[config.mk]
export PLATFORM = sky130hd
export DESIGN_NAME = sp_dram_arbiter
export DESIGN_NICKNAME = d
export VERILOG_FILES = /design/src/rtl/sp_dram_arbiter.sv
export SDC_FILE = /design/constraint.sdc
export NUM_CORES = 1
export LEC_CHECK = 0
export ABC_AREA = 1
export BUFFER_PORTS_ARGS = -buffer_cell sky130_fd_sc_hd__buf_2
export CORE_AREA = 3 3 444 446
export CTS_BUF_LIST = sky130_fd_sc_hd__clkbuf_16
export CTS_CLUSTER_SIZE = 20
export DETAILED_ROUTE_END_ITERATION = 8
export DIE_AREA = 0 0 447 449
export REMOVE_ABC_BUFFERS = 1
export SLEW_MARGIN = 20
export SYNTH_ARGS = -nofsm -noshare
export SYNTH_HDL_FRONTEND = slang
export SYNTH_SLANG_ARGS = --single-unit
[constraint.sdc]
create_clock -name clk -period 3.3 [get_ports clk]
set_input_delay 0.165 -clock clk [delete_from_list [all_inputs] [get_ports clk]]
set_output_delay 0.165 -clock clk [all_outputs]
set_load 0.1 [all_outputs]
[src/rtl/sp_dram_arbiter.sv]
// sp_dram_arbiter: shares the single sp_dram user port among PORTS requesters.
// Round-robin grant, one outstanding DRAM operation at a time. The winning
// request is latched so the requester may move on right after its ack, and
// read data is returned through a shared register with a per-port valid pulse.
module sp_dram_arbiter #(
  parameter int PORTS      = 4,
  parameter int SEL_WIDTH  = 2,
  parameter int ADDR_WIDTH = 26,
  parameter int DATA_WIDTH = 128,
  parameter int MASK_WIDTH = 16
) (
  input  logic                        clk,
  input  logic                        rst,
  input  logic [PORTS-1:0]            req_valid,
  input  logic [PORTS-1:0]            req_write,
  input  logic [PORTS*ADDR_WIDTH-1:0] req_addr,
  input  logic [PORTS*DATA_WIDTH-1:0] req_din,
  input  logic [PORTS*MASK_WIDTH-1:0] req_mask,
  output logic [PORTS-1:0]            req_ack,
  output logic [PORTS-1:0]            rd_valid,
  output logic [DATA_WIDTH-1:0]       rd_data,
  output logic [ADDR_WIDTH-1:0]       mem_addr,
  output logic [DATA_WIDTH-1:0]       mem_din,
  output logic [MASK_WIDTH-1:0]       mem_mask,
  output logic                        mem_we,
  output logic                        mem_re,
  input  logic [DATA_WIDTH-1:0]       mem_dout,
  input  logic                        mem_ready,
  output logic                        busy
);

  typedef enum logic [2:0] {
    S_IDLE    = 3'd0,
    S_ISSUE   = 3'd1,
    S_SETTLE  = 3'd2,
    S_WAIT_RD = 3'd3,
    S_RETURN  = 3'd4
  } state_t;

  state_t                r_state;
  state_t                w_next_state;
  logic [SEL_WIDTH-1:0]  r_sel;
  logic [SEL_WIDTH-1:0]  r_last_grant;
  logic                  r_write;
  logic [ADDR_WIDTH-1:0] r_addr;
  logic [DATA_WIDTH-1:0] r_din;
  logic [MASK_WIDTH-1:0] r_mask;
  logic [DATA_WIDTH-1:0] r_rd_data;

  logic [SEL_WIDTH-1:0]  w_grant_idx;
  logic                  w_grant_found;
  logic                  w_start;

  logic [ADDR_WIDTH-1:0] w_addr_arr [PORTS];
  logic [DATA_WIDTH-1:0] w_din_arr  [PORTS];
  logic [MASK_WIDTH-1:0] w_mask_arr [PORTS];

  // Unpack the flat request buses into per-port views
  for (genvar g = 0; g < PORTS; g++) begin : g_unpack
    assign w_addr_arr[g] = req_addr[g*ADDR_WIDTH +: ADDR_WIDTH];
    assign w_din_arr[g]  = req_din[g*DATA_WIDTH +: DATA_WIDTH];
    assign w_mask_arr[g] = req_mask[g*MASK_WIDTH +: MASK_WIDTH];
  end

  // Round-robin pick: first valid port after the last one granted, wrapping
  always_comb begin
    logic [SEL_WIDTH-1:0] w_cand;
    w_grant_found = 1'b0;
    w_grant_idx   = '0;
    w_cand        = '0;
    for (int k = 1; k <= PORTS; k++) begin
      w_cand = SEL_WIDTH'((int'(r_last_grant) + k) % PORTS);
      if (!w_grant_found && req_valid[w_cand]) begin
        w_grant_found = 1'b1;
        w_grant_idx   = w_cand;
      end
    end
  end

  // A grant happens only from IDLE and only while the memory can take a command
  assign w_start = (r_state == S_IDLE) && mem_ready && w_grant_found;

  // State register
  always_ff @(posedge clk) begin
    if (rst) begin
      r_state <= S_IDLE;
    end else begin
      r_state <= w_next_state;
    end
  end

  // Next-state logic: writes settle one cycle, reads wait for ready to return
  always_comb begin
    w_next_state = r_state;
    case (r_state)
      S_IDLE:    if (w_start) w_next_state = S_ISSUE;
      S_ISSUE:   w_next_state = r_write ? S_SETTLE : S_WAIT_RD;
      S_SETTLE:  w_next_state = S_IDLE;
      S_WAIT_RD: if (mem_ready) w_next_state = S_RETURN;
      S_RETURN:  w_next_state = S_IDLE;
      default:   w_next_state = S_IDLE;
    endcase
  end

  // Latch the winning request and capture read data when the memory delivers it
  always_ff @(posedge clk) begin
    if (rst) begin
      r_sel        <= '0;
      r_last_grant <= SEL_WIDTH'(PORTS - 1);
      r_write      <= 1'b0;
      r_addr       <= '0;
      r_din        <= '0;
      r_mask       <= '0;
      r_rd_data    <= '0;
    end else begin
      if (w_start) begin
        r_sel        <= w_grant_idx;
        r_last_grant <= w_grant_idx;
        r_write      <= req_write[w_grant_idx];
        r_addr       <= w_addr_arr[w_grant_idx];
        r_din        <= w_din_arr[w_grant_idx];
        r_mask       <= w_mask_arr[w_grant_idx];
      end
      if ((r_state == S_WAIT_RD) && mem_ready) begin
        r_rd_data <= mem_dout;
      end
    end
  end

  // Output decode: strobes and acks are pure functions of the current state
  always_comb begin
    req_ack  = '0;
    rd_valid = '0;
    mem_we   = 1'b0;
    mem_re   = 1'b0;
    busy     = (r_state != S_IDLE);
    case (r_state)
      S_ISSUE: begin
        mem_we         = r_write;
        mem_re         = ~r_write;
        req_ack[r_sel] = 1'b1;
      end
      S_RETURN: begin
        rd_valid[r_sel] = 1'b1;
      end
      default: ;
    endcase
  end

  assign mem_addr = r_addr;
  assign mem_din  = r_din;
  assign mem_mask = r_mask;
  assign rd_data  = r_rd_data;

endmodule

Word level (Yosys, flattened, before mapping)
Cells that the tools add are included.
{"block": "totals", "romBits": 0, "ramBits": 0, "latch_bits": 0, "n_memories": 0, "input_bits": 819, "ff_bits": 306}
{"block": "op_classes", "n_bitwise": 2, "div_mod_pow": 0, "n_mux": 37, "n_eq_ne": 5, "magnitude_cmp": 8, "shift": 0, "n_reduce_logical": 13, "n_mul": 0, "addsub": 4}
{"operator": "binary-select mux 128 bit (select 2 bit)", "count": 1}
{"operator": "2-to-1 mux 128 bit", "count": 2}
{"operator": "binary-select mux 26 bit (select 2 bit)", "count": 1}
{"operator": "2-to-1 mux 26 bit", "count": 2}
{"operator": "binary-select mux 16 bit (select 2 bit)", "count": 1}
{"operator": "2-to-1 mux 16 bit", "count": 2}
{"operator": "less-than comparator 2 x 3 -> 1 bit (second input constant)", "count": 6}
{"operator": "2-to-1 mux 1 bit", "count": 13}
{"operator": "binary-select mux 1 bit (select 2 bit)", "count": 5}
{"operator": "case mux 3 bit (3 select lines)", "count": 1}
{"operator": "2-to-1 mux 2 bit", "count": 4}
{"operator": "2-to-1 mux 4 bit", "count": 2}
{"operator": "logical AND 1 bit", "count": 7}
{"operator": "2-to-1 mux 3 bit", "count": 2}
{"operator": "adder 2 x 1 -> 2 bit (second input constant)", "count": 2}
{"operator": "adder 2 bit (second input constant)", "count": 2}
{"operator": "!= test 2 bit (second input constant)", "count": 2}
{"operator": "== test 3 x 1 -> 1 bit (second input constant)", "count": 1}
{"operator": "== test 3 x 2 -> 1 bit (second input constant)", "count": 1}
{"operator": "== test 3 bit (second input constant)", "count": 1}
{"operator": ">= comparator 3 bit (second input constant)", "count": 1}
{"operator": "logical NOT 1 bit", "count": 3}
{"operator": "logical NOT 3 bit", "count": 1}
{"operator": "NOT 2 -> 3 bit", "count": 1}
{"operator": "5 further kinds", "count": 5}

Logic depth before layout (Yosys ltp)
{"block": "logic_depth", "ltp_word": 17, "ltp_mapped": 18, "mapped_depth_nobuf": 15}

Worst setup path before layout
Ideal clock, no wire load.
{"block": "synth_path", "kind": "reg2out", "startpoint": "register r_state[0]", "endpoint": "output port req_ack[0]", "arrival_time_ns": 2.608, "required_ns": 3.135, "setup_slack_ns": 0.527, "stages_incl_launch_ff": 5, "cell_sequence": "dfxtp_1 inv_1 nor2_1 nand2_1 nor3_1"}
{"block": "synth_via", "elab_chain_cells": 2}
{"element": "start, declared", "line_no": "40", "source": "state_t r_state;"}
{"element": "start signal, assigned", "line_no": "88", "source": "r_state <= w_next_state;"}
{"element": "== test 3 x 1 -> 1 bit", "line_no": "137", "source": "case (r_state)"}
{"element": "2-to-1 mux 4 bit", "line_no": "137"}
{"element": "end, declared", "line_no": "19", "source": "output logic [PORTS-1:0] req_ack,"}
No other way between the ends.

Worst setup path after layout
{"block": "layout_path", "startpoint": "register r_last_grant[0]", "endpoint": "register r_din[85] (netlist: mem_din[85])"}
{"block": "layout_via", "elab_chain_cells": 17, "elab_cells_between_ends": 31, "classes_between": "4 x add/sub; 19 x mux; 1 x bitwise; 7 x reduce/logical"}
{"element": "start, declared", "line_no": "43", "source": "logic [SEL_WIDTH-1:0] r_last_grant;"}
{"element": "start signal, assigned", "line_no": "109", "source": "r_last_grant <= SEL_WIDTH'(PORTS - 1);"}
{"element": "start signal, assigned", "line_no": "118", "source": "r_last_grant <= w_grant_idx;"}
{"element": "adder 2 x 1 -> 2 bit", "line_no": "72", "source": "w_cand = SEL_WIDTH'((int'(r_last_grant) + k) % PORTS);"}
{"element": "binary-select mux 1 bit (select 2 bit)", "line_no": "73", "source": "if (!w_grant_found && req_valid[w_cand]) begin"}
{"element": "2-to-1 mux 1 bit (implied by the code)", "line_no": "73"}
{"element": "2-to-1 mux 1 bit", "line_no": "73"}
{"element": "logical NOT 1 bit", "line_no": "73"}
{"element": "logical AND 1 bit", "line_no": "73"}
{"element": "2-to-1 mux 1 bit", "line_no": "73"}
{"element": "logical NOT 1 bit", "line_no": "73"}
{"element": "logical AND 1 bit", "line_no": "73"}
{"element": "2-to-1 mux 1 bit", "line_no": "73"}
{"element": "logical NOT 1 bit", "line_no": "73"}
{"element": "logical AND 1 bit", "line_no": "73"}
{"element": "2-to-1 mux 2 bit", "line_no": "73"}
{"element": "NOT 2 -> 3 bit (implied by the code)", "line_no": "121", "source": "r_din <= w_din_arr[w_grant_idx];"}
{"element": "binary-select mux 128 bit (select 2 bit)", "line_no": "121"}
{"element": "2-to-1 mux 128 bit (implied by the code) (2 in series)", "line_no": "121"}
{"element": "end signal, assigned", "line_no": "121"}
{"element": "end, declared", "line_no": "46", "source": "logic [DATA_WIDTH-1:0] r_din;"}
Several ways; a longest one is shown, not always the timed one. The select of a mux whose other input is x is not followed.
A chain may end at the register's enable or synchronous reset.

==> run summary <==
Filler cells - 21900
Final WS setup - 194 ps
PortBufs - 1127
layout cell share with drive strength beyond 1 - 0.243
gr ovfl total - 0
CTS tree - yes
Setup Buffers After CTS - 0
register area share after synthesis - 0.295
Synth cell types - 22
core area - 0.193 mm^2
GRT Total Usage - 0.141
final antenna-violating net count - 0
first-pass GRT wire length - 208000 um
Layout area overhead - 82.6%
CTS buffer count - 44
crit path launch type - register
vias - 31700
Longest Clk Path Bufs - 3
Sink Count - 306
unrepaired setup endpoints after global routing - false
Die Span Y - 449 um
WP data required - 3820 ps
Slew Viols, Final - 0
worst-skew pair later-pin latency - 630 ps
Vias per Instance - 3.98
PD cells - 1200 mW/mm^2
final WL - 150000 um
CP endpoint kind - register
1st-iter DRT viols - 3355
FF-to-FF Start - r_last_grant[0]
vias in the first global route - 29800
largest net degree at the start of global routing - 96
pre-CTS WS - 238 ps
Comb pwr share - 0.774
worst reg2reg path endpoint - mem_din[85]
Sequential Power Share - 0.123
Max Freq - 322 MHz
clock group share of total power - 0.103
# DRC - 0
drt first pass iters - 6
H-tree depth - 2
synthesized flop and latch total - 306
Hold Path Depth - 2
Worst R2R Setup Slack - 190 ps
drt wl/cell - 18.8 um
Sw Share - 0.612
Power Internal - 17.6 mW
relative slew slack - 0.415
gpl congestion - 0.935
Crit Path Class - register to register
die width - 447 um
outcome - finished, final reports clean
I/O pin count - 1128
row count - 161
worst min path class - input pin to register
Slew @ Worst Pin - 877 ps
critical-path maximum fanout - 95
Psw - 27.8 mW
Synth Warn # - 0
post-layout net count - 6132
max cap viols - 0
Hold Crit Endpoint - rd_data[34]
final hold vios - 0
CTS root buffer - clkbuf_16
clock slew at reported path FFs - 60 ps
syn avg cell area - 5.69 um^2
minimum clock period - 3110 ps
Initial Utilization - 0.108
Mapped Cells - 3653
worst reg-to-reg path cell count - 15
Lkg Pwr - 20.3 nW
clk_skew - 33.6 ps
setup TNS - 0 ps
die area - 0.201 mm^2
fin crit share - 0.941
post-DP HPWL - 113000 um
# setup viols final - 0
Min Hold Slack - 44.8 ps
Hold Startpoint - rst
Worst EP arrival - 3630 ps
initial antenna violation count - 106
peak supply drop - 0.963 mV
post-synth design cell area - 0.0208 mm^2
## power by group through the flow
stage / Clock, mW / Combinational (mW) / Sequential [mW]
floorplan: 0 / 8.71 / 12.1
global route: 4.99 / 37.8 / 5.71
finish: 4.69 / 35.2 / 5.60
CTS: 4.89 / 34.7 / 5.56
detailed placement: 0 / 31.8 / 5.62
global placement: 0 / 31.9 / 5.64
## synth_stat cells
library cell,n,area [um^2]
buf_4,6,45.0
nor2_2,1,6.26
buf_6,1,11.3
a21oi_1,132,661
nand2_2,1,6.26
inv_1,867,3250
dfxtp_1,306,6130
nand4_1,342,2140
a221oi_1,1,8.76
o211ai_1,2,15.0
buf_1,33,124
nand3_1,651,3260
o21ai_0,1,5.00
nor3_1,10,50.1
nand3_2,1,10.0
clkbuf_1,118,443
inv_4,1,6.26
nand2_1,684,2570
buf_2,144,721
nor2_1,346,1300
nand3_4,1,17.5
inv_2,4,15.0
## cells by family after synthesis
kind of cell / count (synthesis) / share of synthesized area
AND/OR/NAND/NOR: 2037 / 0.450
flip-flops: 306 / 0.295
buffers and inverters: 1174 / 0.222
AO/OA/AOI/OAI: 136 / 0.0332
## layout make-up
class,instances,area (um^2),area share
Multi-Input combinational cell,2173,10100,0.266
Clock inverter,33,243,0.00639
Clock buffer,44,1100,0.0290
Timing Repair Buffer,1916,13700,0.361
Antenna cell,94,235,0.00620
Tap cell,2526,3160,0.0833
Inverter,872,3290,0.0867
Sequential cell,306,6130,0.162
## timing repair
action,CTS,global route
setup endpoints to repair,0,73
gates resized for setup,0,10
endpoints found under the hold margin,297,0
hold buffers,690,0
## routing by layer
metal	vias to the layer above	global-route usage	wire [um]
met5	-	0	386
met4	58	0.102	12000
met3	532	0.0490	16400
met2	1936	0.214	65100
met1	14400	0.164	56300
li1	14800	-	-
## sequential cells by signal (all words and copies together), names as in the netlist
register,cells
mem_din,128
r_state,3
mem_addr,26
r_write,1
r_sel,2
rd_data,128
mem_mask,16
r_last_grant,2
## worst max-delay path by stage
| stage | to | slack [ps] | from | cells past startpoint |
|---|---|---|---|---|
| floorplan | rd_data[0] | -8760 | r_state[0] | 5 |
| global placement | r_write | 300 | r_last_grant[0] | 14 |
| detailed placement | r_write | 240 | r_last_grant[0] | 14 |
| CTS | mem_din[7] | 20 | r_last_grant[0] | 15 |
| global route | mem_din[97] | 3 | r_last_grant[0] | 15 |
| finish | mem_din[85] | 190 | r_last_grant[0] | 15 |
## worst max-delay path, stage by stage, from the launching register on
cell and delay [ps]:
dfxtp_4 390, inv_4 120, nand2_1 70, nand2_1 90, nand2_1 80, nand2_1 110
inv_1 90, nand3_4 210, buf_16 350, buf_4 390, nand4_1 150, nand3_1 110
dlygate4sd3_1 550, nand3_1 60, nand2_1 80, inv_1 40
## placed cells by master (no fill, tap or decap)
cell type	n
a21oi_1	132
clkinv_4	2
nor2_1	346
nand3_1	650
dfxtp_1	304
nand4_1	342
a221oi_1	1
buf_8	1
diode_2	94
buf_16	4
clkbuf_16	45
buf_12	23
inv_1	881
clkinv_1	5
nand2_8	1
clkinv_16	1
nor3_2	1
dlygate4sd3_1	690
inv_4	1
nand3_4	3
clkinv_2	4
bufinv_16	2
nor3_1	9
o21ai_0	1
dfxtp_4	1
buf_4	69
inv_2	2
dfxtp_2	1
inv_8	2
nand2_1	682
buf_2	1125
nand2_4	2
nor2_2	1
buf_6	3
inv_6	5
o211ai_1	2
## stage by stage
stage                     cells  utilization  area (um^2)  power (mW)
after CTS                  7869        0.195        37700        45.1
after global routing       7939        0.196        37900        48.5
after floorplan            3351            -        19400        20.8
after detailed placement   7102        0.152        29400        37.5
final                      7964        0.197        38000        45.5
after global placement     7102        0.152        29400        37.5
No activity file was read; power rests on OpenSTA's default activity.
